<file path="src/rtl/insn_stream_reader.sv">
// Instruction-stream reader: pops 1-4 bytes from a show-ahead byte FIFO, assembles them little-endian, tracks next IP.
// Latency: done pulses N+1 cycles after an accepted start when the FIFO never runs dry (N = req_len+1).
// Backpressure: an empty FIFO stalls the read indefinitely; a branch (load_new_ip) aborts it and blocks pops.
module insn_stream_reader #(
  parameter logic [15:0] IP_RESET = 16'h0000
) (
  input  logic        clk,
  input  logic        reset,
  input  logic        start,
  input  logic [1:0]  req_len,
  input  logic        sext,
  output logic        busy,
  output logic        done,
  output logic [31:0] data,
  output logic [15:0] ip_out,
  input  logic [15:0] new_ip,
  input  logic        load_new_ip,
  output logic        fifo_rd_en,
  input  logic [7:0]  fifo_rd_data,
  input  logic        fifo_empty
);

  typedef enum logic {S_IDLE, S_READ} state_t;

  state_t      state_q, state_d;
  logic [1:0]  idx_q, idx_d;
  logic [1:0]  len_q, len_d;
  logic        sext_q, sext_d;
  logic [31:0] data_q, data_d;
  logic [15:0] ip_q, ip_d;
  logic        done_q, done_d;
  logic        pop;

  // A pop happens only while reading, with a byte present and no branch pending.
  assign pop        = (state_q == S_READ) && !fifo_empty && !load_new_ip;
  assign fifo_rd_en = pop;
  assign busy       = (state_q == S_READ);
  assign done       = done_q;
  assign data       = data_q;
  assign ip_out     = ip_q;

  // Next-state logic: branch overrides everything, then request accept / byte assembly.
  always_comb begin
    state_d = state_q;
    idx_d   = idx_q;
    len_d   = len_q;
    sext_d  = sext_q;
    data_d  = data_q;
    ip_d    = ip_q;
    done_d  = 1'b0;
    if (load_new_ip) begin
      // Branch: new IP, abandon the read; partially assembled data is left as is.
      ip_d    = new_ip;
      state_d = S_IDLE;
      idx_d   = 2'd0;
    end else begin
      case (state_q)
        S_IDLE: begin
          if (start) begin
            len_d   = req_len;
            sext_d  = sext;
            data_d  = 32'h0;
            idx_d   = 2'd0;
            state_d = S_READ;
          end
        end
        S_READ: begin
          if (pop) begin
            data_d[{idx_q, 3'b000} +: 8] = fifo_rd_data;
            idx_d = idx_q + 2'd1;
            ip_d  = ip_q + 16'd1;
            if (idx_q == len_q) begin
              state_d = S_IDLE;
              done_d  = 1'b1;
              // Single-byte fields may be widened signed for displacement-style operands.
              if ((len_q == 2'd0) && sext_q) begin
                data_d[31:8] = {24{fifo_rd_data[7]}};
              end
            end
          end
        end
        default: state_d = S_IDLE;
      endcase
    end
  end

  // State registers with asynchronous active-high reset.
  always_ff @(posedge clk or posedge reset) begin
    if (reset) begin
      state_q <= S_IDLE;
      idx_q   <= 2'd0;
      len_q   <= 2'd0;
      sext_q  <= 1'b0;
      data_q  <= 32'h0;
      ip_q    <= IP_RESET;
      done_q  <= 1'b0;
    end else begin
      state_q <= state_d;
      idx_q   <= idx_d;
      len_q   <= len_d;
      sext_q  <= sext_d;
      data_q  <= data_d;
      ip_q    <= ip_d;
      done_q  <= done_d;
    end
  end

endmodule

</file>
<file path="config.mk">
export PLATFORM = sky130hd
export DESIGN_NAME = insn_stream_reader
export DESIGN_NICKNAME = d
export VERILOG_FILES = /design/src/rtl/insn_stream_reader.sv
export SDC_FILE = /design/constraint.sdc
export NUM_CORES = 1
export LEC_CHECK = 0
export ABC_AREA = 1
export ABC_CLOCK_PERIOD_IN_PS = 2370
export BUFFER_PORTS_ARGS = -buffer_cell sky130_fd_sc_hd__buf_2
export CAP_MARGIN = 20
export CORE_UTILIZATION = 55
export CTS_BUF_LIST = sky130_fd_sc_hd__clkbuf_2
export DETAILED_ROUTE_END_ITERATION = 7
export PLACE_DENSITY = 0.79
export SLEW_MARGIN = 20
export SYNTH_ARGS = -nofsm -noshare
export SYNTH_HDL_FRONTEND = slang
export SYNTH_SLANG_ARGS = --single-unit
</file>
<file path="constraint.sdc">
create_clock -name clk -period 2.37 [get_ports clk]
set_clock_uncertainty 0.1 [all_clocks]
set_input_delay 0.237 -clock clk [delete_from_list [all_inputs] [get_ports clk]]
set_output_delay 0.237 -clock clk [all_outputs]
set_load 0.005 [all_outputs]
</file>
-- Word level (Yosys, flattened, before mapping)
Index checks and enable logic that the tools add are counted.
- register bits after elaboration: 55
- bits of input ports: 32
- output and inout bits: 51
- logic and storage cells: 53
- add/sub/neg operators: 3
- equal/unequal tests: 5
- shifts and indexed selects: 2
- muxes and demuxes: 22
- bitwise logic cells: 2
- reduce and logical (&&, ||, !) cells: 12
- operators by type and width (operator ; count):
    $mux W32 ; 2
    $pmux W32 S2 ; 1
    $mux W16 ; 3
    $mux W24 ; 2
    $bwmux W32 ; 1
    $shift A8 B7 Y32 const A ; 1
    $shiftx A8 B7 Y32 ; 1
    $add A16 B1 Y16 const B ; 1
    $mux W1 ; 8
    $neg A5 Y7 ; 1
    $mux W2 ; 3
    $ne A3 B3 Y1 const B ; 2
    $reduce_and A3 Y1 ; 2
    $ne A2 B2 Y1 const B ; 2
    $pmux W2 S2 ; 1
    $reduce_and A2 Y1 ; 2
    $reduce_bool A2 Y1 ; 2
    $logic_and A1 B1 Y1 ; 3
    $add A2 B1 Y2 const B ; 1
    $eq A2 B2 Y1 ; 1
    $logic_not A1 Y1 ; 2
    $logic_not A2 Y1 ; 1
    $not A1 Y1 ; 2
    $pmux W1 S2 ; 1

-- Logic depth before layout (Yosys ltp)
Gate-level depths: netlist (run 1).
- depth after elaboration: 7
- mapped depth: 12

-- Worst setup path after synthesis (run 1)
OpenSTA, ideal clock, no wires.
- path kind: reg2reg
- start point: reg idx_q[0]
- end point: reg data_q[22] (netlist: data[22])
- library setup time: 0.065 ns
- arrival time: 1.638 ns
- required time: 2.205 ns
- slack: 0.567 ns
- cell stages (with the launch flop): 12
- path buffers: 1
- cells stage by stage: dfrtp_1 -> buf_2 -> inv_1 -> ha_1 -> clkinv_1 -> nor2_1 -> nand3_1 -> nand2_1 -> nand2_1 -> nand2_1 -> nand2_1 -> nand2_1
- word-level cells in the longest chain between the ends: 7
- ends and longest elaborated chain (item ; line ; RTL):
    start, declared ; 26 ; logic [1:0] idx_q, idx_d;
    start signal, assigned ; 99 ; idx_q <= idx_d;
    $neg A5 Y7 ; 69 ; data_d[{idx_q, 3'b000} +: 8] = fifo_rd_data;
    $shiftx A8 B7 Y32 / $shift A8 B7 Y32 (equally long branches) ; 69 ;
    $bwmux W32 ; 69 ;
    $mux W24 ; 76 ; if ((len_q == 2'd0) && sext_q) begin
    $mux W24 * ; 72 ; if (idx_q == len_q) begin
    $mux W32 * ; 68 ; if (pop) begin
    $pmux W32 S2 * ; 57 ; case (state_q)
    end signal, assigned ; 102 ; data_q <= data_d;
    end, declared ; 29 ; logic [31:0] data_q, data_d;
Every way passes the cells marked *; elsewhere a longest branch is shown, timed or not. The select of a mux whose other input is x is not followed.
A chain may end at the register's enable or synchronous reset.

-- Final worst setup path (run 1)
- start point: reg state_q (netlist: busy)
- end point: out fifo_rd_en
- word-level cells in the longest chain between the ends: 2
- ends and longest elaborated chain (item ; line ; RTL):
    start, declared ; 25 ; state_t state_q, state_d;
    start signal, assigned ; 98 ; state_q <= state_d;
    $logic_and A1 B1 Y1 (2 in a row) ; 35 ; assign pop = (state_q == S_READ) && !fifo_empty && !load_new_ip;
    end, declared ; 18 ; output logic fifo_rd_en,
No other way between the ends.

==> flow_summary_export.csv, run 1 <==
group,metric,value,unit
drt,wl_per_cell,12.8,µm
cells_and_area,fin_nets,629,
floorplanning,dieArea,6390,µm²
worst_setup_path,r2r-end,"data[21]$_DFFE_PP0P_",
timing,period_needed,2.19,ns
floorplanning,start_util,56.8,%
worst_setup_path,cp_data_required_time,2.03,ns
logic_synthesis,yosysWarnings,0,
timing,hold_violations,0,
job,maxCapViolCount,0,
timing,maxSlewViolCount,0,
worst_setup_path,regToRegSetupSlack,0.43,ns
floorplanning,die_w,80.0,µm
logic_synthesis,synth_flop_cell,"dfrtp_1",
power,powerDensity,526,nW/µm²
logic_synthesis,yosysTopAreaCell,"dfrtp_1",
worst_setup_path,reg2reg_depth,10,
drt,ant_nets,0,
worst_setup_path,cp_top_family,"buffers and inverters",
logic_synthesis,post-synth-top-count-cell,"nand2_1",
cells_and_area,finalInstanceArea,4110,µm²
worst_setup_path,cp-start-kind,"register",
drt,viasPerCell,5.11,
timing,setup_tns,0,ns
cells_and_area,area_delta_synth_final,22.9,%
worst_setup_path,worstReg2RegStart,"idx_q[0]$_DFFE_PP0P_",
drt,drc,1,
floorplanning,ios,83,
logic_synthesis,synthArstFlopShare,100,%
placement,placed_cell_area,3810,µm²
hold_path,worst_hold_path.endpoint,"data[0]$_DFFE_PP0P_",
placement,placed_cells,635,
clock_network,cts_tree,"done",
cells_and_area,multiInputGateArea,1700,µm²
logic_synthesis,netlist.area_leader.share,41.2,%
clock_network,clk_path_buf_depth,2,
hold_path,hold_path_startpoint,"fifo_rd_data[0]",
run_status,failed_checks,"design-rule violations",
timing,whs,0.0196,ns
placement,portBuffers,82,
logic_synthesis,synth_seq_area_share,41.2,%
timing,finalCritPeriodShare,92.2,%
cells_and_area,regArea,1380,µm²
drt,wl,8.53,mm
power,power.leakage,2.40,nW
placement,dp.final_hpwl,5.88,mm
cells_and_area,diodes,0,
hold_path,min_path_cells,5,
clock_network,clk_latency,0.46,ns
worst_setup_path,worstPathMaxFanout,34,
worst_setup_path,cp_slowest_cell,"dfrtp_1",
placement,routabilityCongestion,0.839,
logic_synthesis,synthTopCellsByArea,"dfrtp_1, nand2_1, nand3_1",
grt,overflow,0,
worst_setup_path,worstSetupPathType,"reg2out",
worst_setup_path,cpPeakStageDelay,0.53,ns
clock_network,clock-sinks,55,
timing,finalSetupViolCount,0,
timing,worst_pin_slew,0.469,ns
grt,grt_pass1_vias,3177,
drt,drt_iter0_markers,259,
logic_synthesis,syn-num-nets,526,
worst_setup_path,cp.depth,6,
floorplanning,die_h,80.0,µm
drt,dr.pass1.iters,6,
drt,via_count,3411,
logic_synthesis,synthDistinctLibCells,27,
grt,antenna_found_initial,0,
run_status,status,"finished with violations",
cells_and_area,final_cells,668,
cells_and_area,n_fill_cell,522,
timing,timing.fmax,0.457,GHz
logic_synthesis,synth_area,3340,µm²
worst_setup_path,cp_num_buf_inv,4,
logic_synthesis,synth-seq-cells,55,
clock_network,h-tree-depth,2,
timing,rsz0062_at_grt,"false",
grt,grt_pass1_wl,14.1,mm
hold_path,hold_path_class,"in2reg",
grt,grt_max_degree,56,
logic_synthesis,synth_edf_count,0,
floorplanning,num_rows,28,
timing,slew_headroom,68.7,%
floorplanning,coreArea,5890,µm²
worst_setup_path,worstPathArrival,1.85,ns
grt,grt_usage,28.3,%
clock_network,cts.clk_slew.worst_paths,0.28,ns
clock_network,cts_buffers,5,
worst_setup_path,cp-end-kind,"output port",
logic_synthesis,synth_commonest_cells,"nand2_1, dfrtp_1, inv_1, nand3_1",
logic_synthesis,avgSynthCellArea,6.84,µm²
worst_setup_path,path_cells,"inv_2 > nor2_8 > nand2_4 > clkinv_1 > buf_6 > buf_2",
clock_network,cts-root-buf,"clkbuf_2",
cells_and_area,final_layout_size_suffix_gt1_share,20.4,%
power,ir_drop,0.315,mV
logic_synthesis,synthCells,489,
-- cells in the final DEF (no fill, tap or decap), drive strengths merged, types with 2 or more instances in the layout --
cell type and n:
nand4 5, inv 47, o21ai 32, o211ai 6, or2 10, ha 5, clkbuf 5, xnor2 2
dlygate4sd3 25, nor2 31, nand3 45, dfrtp 55, xor2 4, buf 87, mux2 3, clkinv 5
nand2 223
-- how the worst max path moves through the flow --
| stage | start | end | slack (ns) |
|---|---|---|---|
| 6_report | busy$_DFF_PP0_ | fifo_rd_en | 0.18 |
| 3_3_place_gp | busy$_DFF_PP0_ | data[7]$_DFFE_PP0P_ | 0.52 |
| 3_5_place_dp | load_new_ip | data[7]$_DFFE_PP0P_ | 0.48 |
| 5_1_grt | busy$_DFF_PP0_ | fifo_rd_en | 0.05 |
| 2_1_floorplan | idx_q[0]$_DFFE_PP0P_ | data[22]$_DFFE_PP0P_ | 0.57 |
| 4_1_cts | busy$_DFF_PP0_ | fifo_rd_en | 0.09 |
-- power by group --
part	internal (W)	switching, W	total, W
Clock	0.0000679	0.000297	0.000365
Combinational	0.000277	0.000376	0.000654
Sequential	0.00104	0.000101	0.00114
Total	0.00139	0.000774	0.00216
-- logic make-up (layout without fill, tap and decap cells) --
| family | Yosys count | after routing | share of synthesized area [%] |
|---|---|---|---|
| compound gates | 41 | 41 | 7.26 |
| xor+xnor | 6 | 6 | 1.57 |
| fa+ha+maj | 5 | 5 | 1.87 |
| buf+inv | 65 | 169 | 7.97 |
| flops | 55 | 55 | 41.2 |
| mux | 3 | 3 | 1.01 |
| simple gates | 314 | 314 | 39.1 |
-- flip-flops by register name, summed over array words and instances, names as in the netlist --
signal	cells
len_q	2
sext_q	1
ip_out	16
data	32
busy	1
done	1
idx_q	2
-- cell type report --
cell class | count | share of cell area (%)
clock buffer | 5 | 0.609
clock inverter | 3 | 0.365
inverter | 49 | 4.48
multi-input combinational | 369 | 41.4
sequential | 55 | 33.5
tap | 75 | 2.28
timing repair buffer | 112 | 17.4
-- stage by stage --
stage | power, W | setup WS, ns | utilization [%]
after floorplan | 0.00155 | 0.567 | -
after global placement | 0.00175 | 0.518 | 64.8
after detailed placement | 0.00177 | 0.475 | 64.8
after CTS | 0.00217 | 0.0905 | 69.6
after global routing | 0.00230 | 0.0493 | 69.8
final | 0.00216 | 0.184 | 69.8
-- repair_timing --
item,4_1_cts,5_1_grt
gates resized for setup,0,1
endpoints found under the setup margin,0,1
setup buffers,0,0
hold endpoints to repair,77,1
hold buffers,24,1
-- worst reg2reg max path, delay by kind of cell, from the launching register on --
family,cells,cell delay (ns)
buffers and inverters,2,0.37
flip-flops,1,0.44
adder cells (fa/ha/maj),1,0.24
AND/OR/NAND/NOR,7,0.75
-- layer usage --
metal | track usage (%) | vias up | wire length [µm] | share of wire [%]
met3 | 5.49 | 10 | 544 | 6.4
met5 | 0 | - | 0 | 0
met4 | 9.29 | 0 | 106 | 1.2
met1 | 37.1 | 1542 | 3840 | 45
met2 | 46.5 | 134 | 4030 | 47
li1 | - | 1725 | - | -
Note: power is estimated with default switching activity, not from simulation.
==> run 2: changes to the inputs <==
--- a/config.mk
+++ b/config.mk
@@ -13,6 +13,7 @@
 export CTS_BUF_LIST = sky130_fd_sc_hd__clkbuf_2
 export DETAILED_ROUTE_END_ITERATION = 7
 export PLACE_DENSITY = 0.79
+export RECOVER_POWER = 25
 export SLEW_MARGIN = 20
 export SYNTH_ARGS = -nofsm -noshare
 export SYNTH_HDL_FRONTEND = slang
==> run 2 against run 1 <==
  * The run still ends with design-rule violations left
  * Fmax down 0.22%
  * Utilization decreased by 0.26 points
  * Flip-flop and latch count is the same
  * Power about the same
  * Sequential power barely moved
  * Final cell count unchanged
  * Wire length up 0.39%
  * Critical path type unchanged
==> flow_summary_export.csv, run 2 (synthesis gave the netlist of run 1 again) <==
group,metric,value,unit
worst_setup_path,cp-start-kind,"register",
clock_network,cts.clk_slew.worst_paths,0.28,ns
clock_network,clk_latency,0.46,ns
cells_and_area,final_common_cell,"nand2_1",
clock_network,clk_path_buf_depth,2,
cells_and_area,fin_nets,629,
worst_setup_path,cp-end-kind,"output port",
worst_setup_path,cp_data_required_time,2.03,ns
drt,viasPerCell,5.07,
cells_and_area,final_cells,668,
worst_setup_path,worstPathMaxFanout,34,
placement,place_ws,0.475,ns
power,power.leakage,2.39,nW
power,ir_drop,0.314,mV
timing,layout_setup_ws,0.179,ns
placement,portBuffers,82,
drt,ant_nets,0,
timing,worst_pin_slew,1.37,ns
job,maxCapViolCount,0,
worst_setup_path,worstSetupPathType,"reg2out",
placement,dp.final_hpwl,5.88,mm
clock_network,cts_setup_buffers,0,
cells_and_area,diodes,0,
drt,dr.pass1.iters,7,
timing,finalCritPeriodShare,92.4,%
floorplanning,die_w,80.0,µm
grt,overflow,0,
power,power.total,0.00216,W
worst_setup_path,worstPathArrival,1.85,ns
timing,hold_violations,0,
floorplanning,dieArea,6390,µm²
grt,grt_pass1_wl,14.1,mm
cells_and_area,n_fill_cell,524,
cells_and_area,largest_reg_flops,32,
timing,slew_headroom,8.39,%
worst_setup_path,regToRegSetupSlack,0.42,ns
drt,via_count,3390,
grt,grt_pass1_vias,3177,
cells_and_area,area_delta_synth_final,22.5,%
floorplanning,die_h,80.0,µm
clock_network,cts-root-buf,"clkbuf_2",
floorplanning,ios,83,
drt,wl,8.56,mm
timing,timing.fmax,0.456,GHz
clock_network,cts_buffers,5,
floorplanning,coreArea,5890,µm²
hold_path,hold_path_class,"in2reg",
cells_and_area,final_util,69.6,%
floorplanning,start_util,56.8,%
clock_network,h-tree-depth,2,
placement,placed_cells,635,
grt,grt_usage,28.3,%
timing,finalSetupViolCount,0,
power,powerDensity,528,nW/µm²
clock_network,cts_tree,"done",
drt,drc,1,
placement,routabilityCongestion,0.839,
timing,setup_tns,0,ns
grt,antenna_found_initial,0,
run_status,status,"finished with violations",
grt,grt_max_degree,56,
clock_network,clock-sinks,55,
drt,drt_iter0_markers,259,
timing,maxSlewViolCount,0,
cells_and_area,final_layout_size_suffix_gt1_share,20.2,%
timing,period_needed,2.19,ns
cells_and_area,most-common-layout-cells,"nand2_1, buf_2, dfrtp_1",
run_status,failed_checks,"design-rule violations",
timing,rsz0062_at_grt,"false",
floorplanning,num_rows,28,
drt,wl_per_cell,12.8,µm
run 2: changes by cell type in the layout (fill, tap and decap cells not counted):
cell      change
clkbuf_2      +1
inv_2         -1
buf_12        -1
inv_1         +1
run 2: worst paths after layout:
check                                startpoint  cells after the start              endpoint
max                              busy$_DFF_PP0_                      6            fifo_rd_en
max in group asynchronous                 reset                      4  data[28]$_DFFE_PP0P_
min reg2reg                data[14]$_DFFE_PP0P_                      2  data[14]$_DFFE_PP0P_
max reg2reg                idx_q[0]$_DFFE_PP0P_                     10  data[21]$_DFFE_PP0P_
min                             fifo_rd_data[0]                      5   data[0]$_DFFE_PP0P_
min in group asynchronous                 reset                      4   data[3]$_DFFE_PP0P_
run 2: timing repair:
item,4_1_cts,5_1_grt
setup endpoints to repair,0,1
hold buffers,24,1
resized for setup,0,1
hold endpoints to repair,77,1
run 2: layout make-up:
class	count	area (µm²)	area share, %
Multi-Input combinational cell	369	1700	41.5
Sequential cell	55	1380	33.6
Timing Repair Buffer	112	699	17.1
Inverter	49	184	4.49
Tap cell	75	93.8	2.29
Clock buffer	5	25.0	0.611
Clock inverter	3	15.0	0.367
run 2: worst max-delay path: stages, from the launching register on:
cell      delay [ns]
dfrtp_1         0.53
inv_2           0.12
nor2_8          0.12
nand2_4         0.10
clkinv_1        0.07
buf_6           0.26
buf_2           0.17
run 2: metrics by stage:
step | area [µm²] | hold WS, ns
finish | 4090 | 0.0162
floorplan | 3340 | 0.270
global placement | 3810 | 0.213
detailed placement | 3810 | 0.217
CTS | 4100 | 0.000128
global route | 4090 | 0.00771
run 2: where the power goes:
part | switching, W | total (W) | internal, W
Sequential | 0.000101 | 0.00114 | 0.00104
Combinational | 0.000376 | 0.000650 | 0.000274
Clock | 0.000298 | 0.000366 | 0.0000679
Total | 0.000775 | 0.00216 | 0.00138
run 2: per-layer routing:
metal / share of wire [%] / vias to the layer above / GRT usage (%) / routed length, µm
met5: 0 / - / 0 / 0
met4: 1.2 / 0 / 9.29 / 106
met3: 6.0 / 10 / 5.49 / 511
met2: 47 / 125 / 46.5 / 4060
met1: 45 / 1530 / 37.1 / 3880
li1: - / 1725 / - / -
